`src/rtl/display_scan_driver.sv`:
```
// Time-multiplexed 8-digit hex scan driver. Loads are double-buffered and reach the display only on a frame wrap.
// Optional build macro LEADING_ZERO_BLANK_EN blanks leading zero digits above digit 0.
module display_scan_driver #(
    parameter int unsigned COUNT_MAX = 100000
) (
    input  logic        clk,
    input  logic        reset_n,
    input  logic [31:0] value,
    input  logic        load,
    input  logic [7:0]  digit_enable,
    output logic [3:0]  bcd_out,
    output logic [7:0]  anodes,
    output logic [2:0]  digit_idx,
    output logic        frame_start,
    output logic        pending
);

    localparam int unsigned CW = (COUNT_MAX > 2) ? $clog2(COUNT_MAX) : 1;

    logic [CW-1:0] counter;
    logic [31:0]   shadow;
    logic [31:0]   pend;
    logic          tick;
    logic          wrap;
    logic [7:0]    lz_blank;

    assign tick = (counter == CW'(COUNT_MAX - 1));
    assign wrap = tick && (digit_idx == 3'd7);

    always_ff @(posedge clk or negedge reset_n) begin
        if (!reset_n) begin
            counter     <= '0;
            digit_idx   <= '0;
            shadow      <= '0;
            pend        <= '0;
            pending     <= 1'b0;
            frame_start <= 1'b0;
        end else begin
            counter     <= tick ? '0 : counter + 1'b1;
            frame_start <= wrap;
            if (tick)
                digit_idx <= digit_idx + 3'd1;
            if (wrap && pending)
                shadow <= pend;
            // A load on the wrap edge refills pend after its old contents move to shadow.
            if (load) begin
                pend    <= value;
                pending <= 1'b1;
            end else if (wrap) begin
                pending <= 1'b0;
            end
        end
    end

    assign bcd_out = shadow[{digit_idx, 2'b00} +: 4];

    always_comb begin
        lz_blank = '0;
`ifdef LEADING_ZERO_BLANK_EN
        for (int unsigned i = 1; i < 8; i++)
            lz_blank[i] = ((shadow >> (4 * i)) == 32'd0);
`endif
    end

    // Reset gating keeps every digit dark while reset_n is low, without waiting for a clock.
    always_comb begin
        anodes = '1;
        if (reset_n && digit_enable[digit_idx] && !lz_blank[digit_idx])
            anodes[digit_idx] = 1'b0;
    end

endmodule

```
`config.mk`:
```
export PLATFORM = sky130hd
export DESIGN_NAME = display_scan_driver
export DESIGN_NICKNAME = d
export VERILOG_FILES = /design/src/rtl/display_scan_driver.sv
export SDC_FILE = /design/constraint.sdc
export NUM_CORES = 1
export LEC_CHECK = 0
export ABC_CLOCK_PERIOD_IN_PS = 2490
export CORE_MARGIN = 2
export CORE_UTILIZATION = 40
export CTS_BUF_LIST = sky130_fd_sc_hd__clkbuf_4 sky130_fd_sc_hd__clkbuf_8 sky130_fd_sc_hd__clkbuf_16
export DETAILED_ROUTE_END_ITERATION = 8
export DONT_BUFFER_PORTS = 1
export SLEW_MARGIN = 20
export SYNTH_ARGS = -nofsm -noshare
export SYNTH_HDL_FRONTEND = slang
export SYNTH_SLANG_ARGS = --single-unit
```
`constraint.sdc`:
```
create_clock -name clk -period 2.49 [get_ports clk]
set_clock_uncertainty 0.15 [all_clocks]
set_input_delay 0.3735 -clock clk [delete_from_list [all_inputs] [get_ports clk]]
set_output_delay 0.3735 -clock clk [all_outputs]
set_load 0.05 [all_outputs]
```
==> flow_summary.ini <==
[logic_synthesis]
avgSynthCellArea_sq_um = 14.1
synthCells = 264
synth.largest_area_cell = dfrtp_1
netlist_top_cells_area = dfrtp_1, mux2_2, mux4_2
synth_top_family_by_area = multiplexers
synthMuxAreaShare_pct = 24.8
syn_area_sq_um = 3720
syn-num-nets = 310
synthAdderAreaFrac_pct = 1.01
yosys_warnings = 0
yosys.area.top_type_share_pct = 57.8
synth_compound_area_share_pct = 2.05
synth_xor_area_share_pct = 2.82
synth.distinct_cells = 36
synth_seq_area_share_pct = 57.8
yosys.area_share.simple_pct = 9.44
ys_ff_latch = 86

[setup_path]
cp_max_fo = 12
crit_start = digit_idx[1]
arrival_ps = 1880
critPathRequiredTime_ps = 1970
end_kind = primary output
start_kind = flop
path_class = flop to primary output
timing.rr.start = counter[13]

[floorplan]
ios = 60
rows = 35
core_sq_um = 9150
dieWidth_um = 101
die-area_sq_um = 10100
initial_core_util_pct = 40.7
die_y_um = 101

[sta]
rsz0062_at_grt = false
hold_viol_final = 86
timing.fmax_mhz = 417
setup_viol = 0
worstMarginPinSlew_ps = 442
slew_viol_final = 0
worst_hold_slack_ps = -443
fin_setup_tns_ps = 0
relSlewSlack_pct = 70.5
min_period_ps = 2400
min_period_over_period_pct = 96.4
worst_slack_ps = 90.1

[power]
power_leakage_uw = 0.00202
power_switching_uw = 577
powerDensity_nw_per_um2 = 593
ir_drop_mv = 0.379
p_sw_share_pct = 21.5
p_int_uw = 2110
pwr-share-clk_pct = 41.2
power_frac_seq_pct = 54.9
comb_power_share_pct = 3.9

[global_route]
grt_pass1_vias = 2276
grt.met2_usage_pct = 23.9
grt_max_degree = 92
gr-usage-met3_pct = 5.20
grt_pass1_wl_mm = 11.3
overflow = 0
antenna_found_initial = 0
grt_use_met1_pct = 18.8
busiest_layer = met2
grtUsageTotal_pct = 14.8

[placement]
dp_hpwl_mm = 4.78
dp.cells = 382
port_buffers = 0
dpl_worst_slack_ps = 303
gp_congestion = 0.796

[clock_tree]
clock_latency_ps = 360
path_clk_slew_ps = 90
h-tree-depth = 3
cts_root_buffer = clkbuf_8
cts_tree = done
post_cts.repair.setup_buffers = 0
cts_sinks = 86
clockBufferDepth = 2
cts_buffers = 9

[job]
cap_violations = 0

[min_path]
hold_class = input port to asynchronous set/reset pin

[drt]
wire_per_inst_um = 16.7
routed-via-count = 2269
route.detailed.drc = 0
antenna_left = 0
initialDrtViolationCount = 78
drtPass1Iterations = 4
vias_per_cell = 5.30
wirelength_mm = 7.15

[cells_and_area]
diodes = 0
area_delta_synth_final_pct = 21.7
drive_gt1_share_pct = 36.9
final_cells = 428
final_cell_mix = dfrtp_1, mux2_2, dlygate4sd3_1, buf_4, nor2_1
final_nets = 358
final_common_cell = dfrtp_1

[status]
failed_checks = negative hold slack
status = complete, but fails checks
-- cell families (layout without fill, tap and decap cells) --
family / count (synthesis) / in the layout
flops: 86 / 86
mux: 76 / 76
simple gates: 61 / 61
buf+inv: 15 / 68
xor+xnor: 12 / 12
compound gates: 11 / 11
fa+ha+maj: 3 / 3
-- per-stage QoR --
step | hold WS [ps] | util (%) | power (uW) | cell area (sq um)
after floorplan | -72.1 | - | 1560 | 3730
after global placement | -68.7 | 43.7 | 1570 | 4000
after detailed placement | -68.6 | 43.7 | 1570 | 4000
after CTS | -462 | 47.3 | 2700 | 4330
after global routing | -469 | 49.5 | 2790 | 4530
final | -443 | 49.5 | 2690 | 4530
-- synth_stat cells (all sizes together) --
cell and number:
o22ai 1, and3 1, mux2 70, nand4 7, or3 3, nor2 12, ha 3, a221oi 2
a21oi 1, o211ai 1, clkbuf 9, a31oi 2, nor4 2, nand2 10, nand3 10, xor2 5
mux4 6, xnor2 7, o21ai 2, or2 1, buf 3, o21bai 1, dfrtp 86, inv 3
nor4b 1, nor2b 4, nor3b 2, and4b 1, and4 2, a311o 1, nor3 4, and2 1
-- worst max-delay path, cell delays in order, from the launching register on --
cell,delay (ps)
dfrtp_1,410
buf_6,200
mux4_2,510
mux2_2,400
-- cell type report --
class	count	area, sq um
tap	111	139
fill	797	4620
clock buffer	9	124
multi-input combinational	163	1500
clock inverter	7	106
timing repair buffer	49	497
inverter	3	11.3
sequential	86	2150
-- power by group through the flow --
stage / clock network [uW] / logic, uW / registers [uW]
after floorplan: 0 / 68.0 / 1490
after global placement: 0 / 65.7 / 1500
after detailed placement: 0 / 68.9 / 1500
after CTS: 1140 / 80.7 / 1480
after global routing: 1200 / 115 / 1480
final: 1110 / 106 / 1470
-- sequential cells by signal, summed over array words and instances (netlist names) --
name,cells
pend,32
shadow,32
counter,17
digit_idx,3
frame_start,1
pending,1
-- worst paths after layout --
kind,slack [ps],cells past startpoint,end
hold / removal,-440,0,counter[14]
setup / recovery,90,3,bcd_out[2]
min in group clk,20,1,pend[20]
max in group asynchronous,2500,0,shadow[6]
setup reg to reg,290,5,shadow[6]
hold reg to reg,310,1,counter[0]
-- what timing repair did --
action / 4_1_cts / 5_1_grt
gates resized for setup: 0 / 3
hold buffers: 10 / 20
hold endpoints to repair: 96 / 104
setup endpoints to repair: 0 / 3
-- metal layers --
layer	up-vias	wire, um
li1	1053	-
met1	1166	3190
met2	45	3620
met3	5	264
met4	0	69
met5	-	0
(Power assumes the default switching activity.)
